## src/rtl/seq_div.sv

```systemverilog
// -----------------------------------------------------------------------------
// seq_div : sequential unsigned restoring divider, one quotient bit per clock.
//
// Ports
//   clk          rising-edge clock
//   rst          asynchronous reset, active low
//   start        request pulse, only looked at while idle
//   a, b         dividend / divisor (unsigned), latched when start is accepted
//   quo, rem     registered quotient / remainder, held until the next completion
//   finish       one-cycle completion strobe
//   busy         high from acceptance until the return to idle
//   div_by_zero  raised with finish when b was 0, cleared by the next accepted start
//
// Timing: accepted at edge E, results and finish appear at edge E+WIDTH
// (E+1 for a zero divisor), and the block is idle again one edge later.
// -----------------------------------------------------------------------------
module seq_div #(
    parameter int WIDTH = 8
) (
    input  logic             clk,
    input  logic             rst,
    input  logic             start,
    input  logic [WIDTH-1:0] a,
    input  logic [WIDTH-1:0] b,
    output logic [WIDTH-1:0] quo,
    output logic [WIDTH-1:0] rem,
    output logic             finish,
    output logic             busy,
    output logic             div_by_zero
);

    localparam int CNT_W = $clog2(WIDTH + 1);

    typedef enum logic [1:0] {
        IDLE = 2'd0,
        CALC = 2'd1,
        DONE = 2'd2
    } state_t;

    state_t             state_q, state_d;
    logic [WIDTH-1:0]   dvd_q, dvd_d;      // dividend, quotient bits shift in at the LSB
    logic [WIDTH-1:0]   dvs_q, dvs_d;      // divisor
    logic [WIDTH-1:0]   r_q, r_d;          // partial remainder, always < divisor
    logic [CNT_W-1:0]   cnt_q, cnt_d;      // iterations left
    logic [WIDTH-1:0]   quo_q, quo_d;
    logic [WIDTH-1:0]   rem_q, rem_d;
    logic               fin_q, fin_d;
    logic               busy_q, busy_d;
    logic               dz_q, dz_d;

    // One restoring step. The shifted remainder needs WIDTH+1 bits; when it is
    // >= divisor the difference is below the divisor, so WIDTH bits hold it.
    logic [WIDTH:0]     r_sh;
    logic               q_bit;
    logic [WIDTH-1:0]   r_nxt;

    always_comb begin
        r_sh  = {r_q, dvd_q[WIDTH-1]};
        q_bit = (r_sh >= {1'b0, dvs_q});
        r_nxt = q_bit ? (r_sh[WIDTH-1:0] - dvs_q) : r_sh[WIDTH-1:0];
    end

    always_comb begin
        state_d = state_q;
        dvd_d   = dvd_q;
        dvs_d   = dvs_q;
        r_d     = r_q;
        cnt_d   = cnt_q;
        quo_d   = quo_q;
        rem_d   = rem_q;
        fin_d   = 1'b0;
        busy_d  = busy_q;
        dz_d    = dz_q;

        unique case (state_q)
            IDLE: begin
                if (start) begin
                    dvd_d   = a;
                    dvs_d   = b;
                    r_d     = '0;
                    cnt_d   = CNT_W'(WIDTH);
                    busy_d  = 1'b1;
                    dz_d    = 1'b0;
                    state_d = CALC;
                end
            end
            CALC: begin
                if (dvs_q == '0) begin
                    // Zero divisor resolves on the first cycle after acceptance
                    // without iterating: saturated quotient, dividend as remainder.
                    quo_d   = '1;
                    rem_d   = dvd_q;
                    dz_d    = 1'b1;
                    fin_d   = 1'b1;
                    state_d = DONE;
                end else begin
                    r_d   = r_nxt;
                    dvd_d = {dvd_q[WIDTH-2:0], q_bit};
                    cnt_d = cnt_q - CNT_W'(1);
                    if (cnt_q == CNT_W'(1)) begin
                        quo_d   = {dvd_q[WIDTH-2:0], q_bit};
                        rem_d   = r_nxt;
                        fin_d   = 1'b1;
                        state_d = DONE;
                    end
                end
            end
            DONE: begin
                busy_d  = 1'b0;
                state_d = IDLE;
            end
            default: begin
                busy_d  = 1'b0;
                state_d = IDLE;
            end
        endcase
    end

    always_ff @(posedge clk or negedge rst) begin
        if (!rst) begin
            state_q <= IDLE;
            dvd_q   <= '0;
            dvs_q   <= '0;
            r_q     <= '0;
            cnt_q   <= '0;
            quo_q   <= '0;
            rem_q   <= '0;
            fin_q   <= 1'b0;
            busy_q  <= 1'b0;
            dz_q    <= 1'b0;
        end else begin
            state_q <= state_d;
            dvd_q   <= dvd_d;
            dvs_q   <= dvs_d;
            r_q     <= r_d;
            cnt_q   <= cnt_d;
            quo_q   <= quo_d;
            rem_q   <= rem_d;
            fin_q   <= fin_d;
            busy_q  <= busy_d;
            dz_q    <= dz_d;
        end
    end

    assign quo         = quo_q;
    assign rem         = rem_q;
    assign finish      = fin_q;
    assign busy        = busy_q;
    assign div_by_zero = dz_q;

endmodule

```

## config.mk

```make
export PLATFORM = sky130hd
export DESIGN_NAME = seq_div
export DESIGN_NICKNAME = d
export VERILOG_FILES = /design/src/rtl/seq_div.sv
export SDC_FILE = /design/constraint.sdc
export NUM_CORES = 1
export LEC_CHECK = 0
export ABC_AREA = 0
export CAP_MARGIN = 30
export CORE_MARGIN = 2
export CORE_UTILIZATION = 46
export DETAILED_ROUTE_END_ITERATION = 12
export PLACE_DENSITY = 0.74
export SLEW_MARGIN = 20
export SYNTH_ARGS = -nofsm -noshare
export SYNTH_HDL_FRONTEND = slang
export SYNTH_SLANG_ARGS = --single-unit
```

## constraint.sdc

```tcl
create_clock -name clk -period 2.6 [get_ports clk]
set_input_delay 0.78 -clock clk [delete_from_list [all_inputs] [get_ports clk]]
set_output_delay 0.78 -clock clk [all_outputs]
set_load 0.02 [all_outputs]
```

# Word level (Yosys, flattened, before mapping)

Index checks and enable logic that the tools add are counted.

Register bits: 49

$lt $le $gt $ge: 1
Reductions and logical operators: 10
Muxes and demuxes: 26
Add/sub/neg operators: 2
Bitwise logic cells: 1
Eq/ne operators: 6

Operator list:

| cell                                                 | count |
|---|---|
| two-way mux 8 bit                                    | 9 |
| one-hot mux 8 bit (2 select lines)                   | 2 |
| >= comparator 9 x 8 -> 1 bit                         | 1 |
| zero test 8 bit                                      | 1 |
| two-way mux 4 bit                                    | 2 |
| one-hot mux 4 bit (2 select lines)                   | 1 |
| AND reduction 2 bit                                  | 4 |
| subtractor 8 bit                                     | 1 |
| two-way mux 1 bit                                    | 6 |
| two-way mux 2 bit                                    | 3 |
| inequality test 2 bit (second input constant)        | 3 |
| AND reduction 3 bit                                  | 2 |
| equality test 4 x 1 -> 1 bit (second input constant) | 1 |
| one-hot mux 1 bit (2 select lines)                   | 2 |
| one-hot mux 2 bit (2 select lines)                   | 1 |
| nonzero test 2 bit                                   | 2 |
| subtractor 4 x 1 -> 4 bit (second input constant)    | 1 |
| inequality test 3 bit (second input constant)        | 1 |
| equality test 2 x 1 -> 1 bit (second input constant) | 1 |
| zero test 2 bit                                      | 1 |
| NOT 1 bit                                            | 1 |

# Depth between registers and ports, before layout

Depth in word-level cells: 4
Gate-level depth with buffers: 9
Mapped depth without buffers: 9

# Worst setup path after synthesis

No wires, ideal clock.

Kind: reg2reg
From: register dvd_q[7]
To: register r_q[6]
Data arrival time: 1.844 ns
Period minus slack after synthesis: 1.972 ns
Stages on the path, launching flop included: 10
Slack: 0.628 ns
Buffers on the path: 0
Library setup time: 0.129 ns
Path through: dfrtp_1 inv_1 ha_1 inv_1 fa_1 a211oi_1 nor2b_1 mux2_2 o22ai_1 a21oi_1

Cells in the longest elaborated chain, start to end: 4
Elaborated cells between the ends (all ways): 5
Classes of those cells: add/sub: 1; order compare: 1; mux: 3

Ends and longest elaborated chain:

| element                                                          | RTL line | source |
|---|---|---|
| start, declared                                                  | 41       | `logic [WIDTH-1:0] dvd_q, dvd_d;` |
| start signal, assigned                                           | 133      | `dvd_q <= dvd_d;` |
| subtractor 8 bit or >= comparator 9 x 8 -> 1 bit (tied branches) | 60, 59   |  |
| two-way mux 8 bit (*)                                            | 60       | `r_nxt = q_bit ? (r_sh[WIDTH-1:0] - dvs_q) : r_sh[WIDTH-1:0];` |
| two-way mux 8 bit (*)                                            | 88       | `if (dvs_q == '0) begin` |
| one-hot mux 8 bit (2 select lines) (*)                           | 75       | `unique case (state_q)` |
| end signal, assigned                                             | 135      | `r_q <= r_d;` |
| end, declared                                                    | 43       | `logic [WIDTH-1:0] r_q, r_d;` |

Every way passes the cells marked *; elsewhere a longest branch is shown, timed or not. The select of a mux whose other input is x is not followed.
A chain may end at the register's enable or synchronous reset.

# Worst setup path in the final report

Ends and elaborated chain as after synthesis.

==> results.md <==
- Dividing total power by cell area gives a power density of 1585 nW/um^2.
- 38 I/O pins were placed.
- The mean instance size in the synthesized netlist is around 9.3 sq um.
- The final layout contains routed wiring with a total length of 6.629 mm.
- The max-capacitance violation count is 0.
- The dominant cell type by area after synthesis is sky130_fd_sc_hd__dfrtp_1.
- Row generation in the floorplan step produced 28 rows.
- The footprint of the multi-input gates is ~1400 sq um.
- The sequential cell area is about 1200 sq um.
- The total routing usage reported by global routing is 22.07%.
- The routability-driven placement congestion ratio is approximately 0.86.
- Data on the critical path is required at its endpoint by 2.77 ns.
- The share of layout cells above drive strength 1 is under 10%.
- The post-cts resize count is 0.
- The number of H-tree levels is 2.
- After routing, the total negative slack on setup checks comes to 0 ns.
- The die is approximately 81 um wide.
- The total overflow left after global routing is 0.
- The total of endpoints with negative setup slack in the final report is 0.
- The count of input and output buffers is 37.
- The synthesized flop and latch total is between 40 and 50.
- The detailed-router iteration count before antenna repair is 5.
- The final design utilization is 56.29%.
- Between clock sinks in the finished design, the worst skew comes to roughly 0.0098 ns.
- In the routed design, unresolved DRC markers number 0.
- Setup repair after global routing left no endpoint under its margin.
- The number of max-slew violations in the final report came to 0.
- In this run the worst path has a maximum fanout of 5.
- The number of diodes added for antenna fixing is 0.
- Static timing analysis puts the maximum clock frequency at between 0.4 and 0.5 GHz.
- Sequential elements use 44.59% of the synthesized area.
- The flow ran to the end, and the final reports show no timing, DRC or antenna violations.
- TritonCTS built the clock tree.
- The region available for standard cell placement spans just under 6000 sq um.
- The longest clock path from root to sink contains 2 buffers.
- During synthesis, Yosys emitted a total of 0 warnings.
- For the pin with the worst max-slew slack, the measured transition is roughly 0.57 ns.
- The routed via count divided by cell count is roughly 5.8.
- In the final design database the tool counted about 360 nets.
- By count the netlist is led by sky130_fd_sc_hd__nand2_1 (50), sky130_fd_sc_hd__dfrtp_1 (49), sky130_fd_sc_hd__nand3_1 (20).
- The worst path arrival time is between 2 and 3 ns.
- The kind of launch point of the worst setup path is a register.
- For this run, the leading register cell type out of synthesis is sky130_fd_sc_hd__dfrtp_1.
- By area the synthesized netlist is led by sky130_fd_sc_hd__dfrtp_1 (45%), sky130_fd_sc_hd__nand2_1 (6.8%), sky130_fd_sc_hd__ha_1 (4.5%), sky130_fd_sc_hd__nand3_1 (3.6%), sky130_fd_sc_hd__o21ai_0 (3.5%).
- The number of buffers inserted to repair setup after CTS is 0.
- The number of nets with antenna violations after routing is 0.
- For this run, asynchronously set or reset flops after synthesis account for 100.0%.
- The number of hold-repair buffers added at the cts stage is 0.
- The final number of hold-violating endpoints came to 0.
- Summed over all cells, the static leakage comes to 1.455 nW.
- The layout filler cell count is 519.
- The worst pin sits at a relative slew slack of 61.79%.
- The root buffer selected by CTS is sky130_fd_sc_hd__clkbuf_8.
- The critical path class is reg2reg.
- The die covers ~6600 sq um.
- The worst setup path is captured at a register.
- The number of enable-type register cells in the synthesized netlist is 0.
- The count of unique library cells instantiated by Yosys is 51.
- The first-pass GRT wire length is ~11 mm.
- The share of Yosys cell area claimed by the top area cell type is 44.59%.
- The netlist area before placement is ~2800 sq um.
- Timing analysis after detailed placement gives a worst setup slack of 0.2581 ns.
- The number of sinks on the clock net is 49.
- The final cycle utilization of the critical path is between 90% and 100%.
- VDD sags by at most 0.6819 mV.
- Summing over every cut layer, the via total after detailed routing is ~2,400.
- The number of clock buffers added by TritonCTS is 5.
- The minimum hold slack is 0.4280 ns.
- Among all cell types in the netlist, the one instantiated most often is sky130_fd_sc_hd__nand2_1.
- Counting cells, the worst reg-to-reg path comes to 9.
- The initial antenna violation count is 0.
- The initial utilization of the core area, before any placement, comes to a little under half.
- Entering global routing, the biggest net connects 30 pins.
- The detailed placement HPWL is 4.863 mm.
- The min-delay analysis places its worst path in the category in2async.
- The clock reaches the later pin of the worst-skew pair after ~0.31 ns.
- The gate count after technology mapping is 296.
- After detailed routing, the average wire length per cell comes to around 16 um.
- The die is just over 80 um tall.
- The via count of the first global-routing pass is roughly 2,300.
- Synthesis produced a netlist with a net count of 326.
- From synthesis to final layout, the design area changed by 19.75%.
- The clock transition at the registers of the reported paths is roughly 0.090 ns.
- After the first detailed-routing iteration, the DRC count stood at 162.
- Setup slack on the critical path of the routed design comes to 0.2100 ns.
- The clock period minus final worst setup slack is about 2.4 ns.
## cell usage in the layout (no fill, tap or decap), types with 2 or more instances in the layout
cell	n
sky130_fd_sc_hd__xor2_1	4
sky130_fd_sc_hd__clkdlybuf4s50_1	36
sky130_fd_sc_hd__inv_1	13
sky130_fd_sc_hd__o31ai_1	3
sky130_fd_sc_hd__nand2_1	50
sky130_fd_sc_hd__nor2_1	11
sky130_fd_sc_hd__nor3b_1	2
sky130_fd_sc_hd__buf_4	6
sky130_fd_sc_hd__or3_1	9
sky130_fd_sc_hd__nor3_1	4
sky130_fd_sc_hd__nor2b_1	3
sky130_fd_sc_hd__nor2_4	2
sky130_fd_sc_hd__a21oi_1	14
sky130_fd_sc_hd__or4_4	2
sky130_fd_sc_hd__nand4_1	3
sky130_fd_sc_hd__and2_1	2
sky130_fd_sc_hd__o211ai_1	3
sky130_fd_sc_hd__nand3_1	20
sky130_fd_sc_hd__dfrtp_1	49
sky130_fd_sc_hd__a31oi_1	11
sky130_fd_sc_hd__a211oi_1	3
sky130_fd_sc_hd__ha_1	10
sky130_fd_sc_hd__clkbuf_8	6
sky130_fd_sc_hd__a21o_1	4
sky130_fd_sc_hd__o21a_1	2
sky130_fd_sc_hd__a211o_1	2
sky130_fd_sc_hd__a311oi_1	2
sky130_fd_sc_hd__o21ai_0	19
sky130_fd_sc_hd__a22oi_1	6
sky130_fd_sc_hd__o21ai_1	7
sky130_fd_sc_hd__nand2_2	2
sky130_fd_sc_hd__nand2b_1	2
## flip-flops by register name (all words and copies together), names as in the netlist
register,flops
dvd_q,8
dvs_q,8
quo,8
r_q,8
rem,8
cnt_q,4
state_q,2
busy,1
div_by_zero,1
finish,1
## cell families after synthesis
family          Yosys count  synth area share [%]
simple gates            116                 21.06
compound gates           87                 21.61
flops                    49                 44.59
buf+inv                  27                 5.459
fa+ha+maj                11                 5.278
xor+xnor                  5                 1.592
mux                       1                0.4094
## critical path: stages (launching register included)
cell	delay (ns)
sky130_fd_sc_hd__dfrtp_1	0.46
sky130_fd_sc_hd__inv_1	0.09
sky130_fd_sc_hd__ha_1	0.17
sky130_fd_sc_hd__inv_1	0.06
sky130_fd_sc_hd__fa_1	0.41
sky130_fd_sc_hd__a211oi_1	0.33
sky130_fd_sc_hd__nor2b_1	0.10
sky130_fd_sc_hd__mux2_2	0.28
sky130_fd_sc_hd__o22ai_1	0.26
sky130_fd_sc_hd__a21oi_1	0.11
## per-stage QoR
stage	instance area (sq um)	power [W]	cells
6_report	3293	0.005218	409
5_1_grt	3293	0.005677	409
4_1_cts	3293	0.005208	409
3_5_place_dp	3173	0.004621	401
3_3_place_gp	3173	0.004518	401
2_1_floorplan	2750	0.003774	296
## power breakdown
part	total, W	internal [W]	switching, W	leakage, nW
Clock	0.000571	0.000313	0.000258	0.0574
Sequential	0.00148	0.00115	0.000328	0.594
Combinational	0.00317	0.00132	0.00184	0.804
Total	0.00522	0.00279	0.00243	1.45
## layer usage
metal	track usage [%]	share of wire (%)
met1	29.23	45
met4	7.288	1.8
met5	0	0
met3	3.333	5.1
met2	36.89	48
## path summary, 6_finish.rpt
path / endpoint / start / slack (ns)
setup / recovery: r_q[6]$_DFFE_PN0P_ / dvd_q[7]$_DFFE_PN0P_ / 0.21
setup reg to reg: r_q[6]$_DFFE_PN0P_ / dvd_q[7]$_DFFE_PN0P_ / 0.21
max in group asynchronous: rem[7]$_DFFE_PN0P_ / rst / 1.64
hold / removal: quo[1]$_DFFE_PN0P_ / rst / 0.43
hold reg to reg: quo[4]$_DFFE_PN0P_ / quo[4]$_DFFE_PN0P_ / 0.50
min in group clk: quo[4]$_DFFE_PN0P_ / quo[4]$_DFFE_PN0P_ / 0.50
## area by class of cell
type / count / share of cell area (%)
Multi-Input combinational cell: 220 / 41.72
Sequential cell: 49 / 37.23
Timing Repair Buffer: 44 / 13.07
Tap cell: 75 / 2.850
Clock buffer: 6 / 2.508
Inverter: 13 / 1.482
Clock inverter: 2 / 1.140
(Power assumes the default switching activity.)
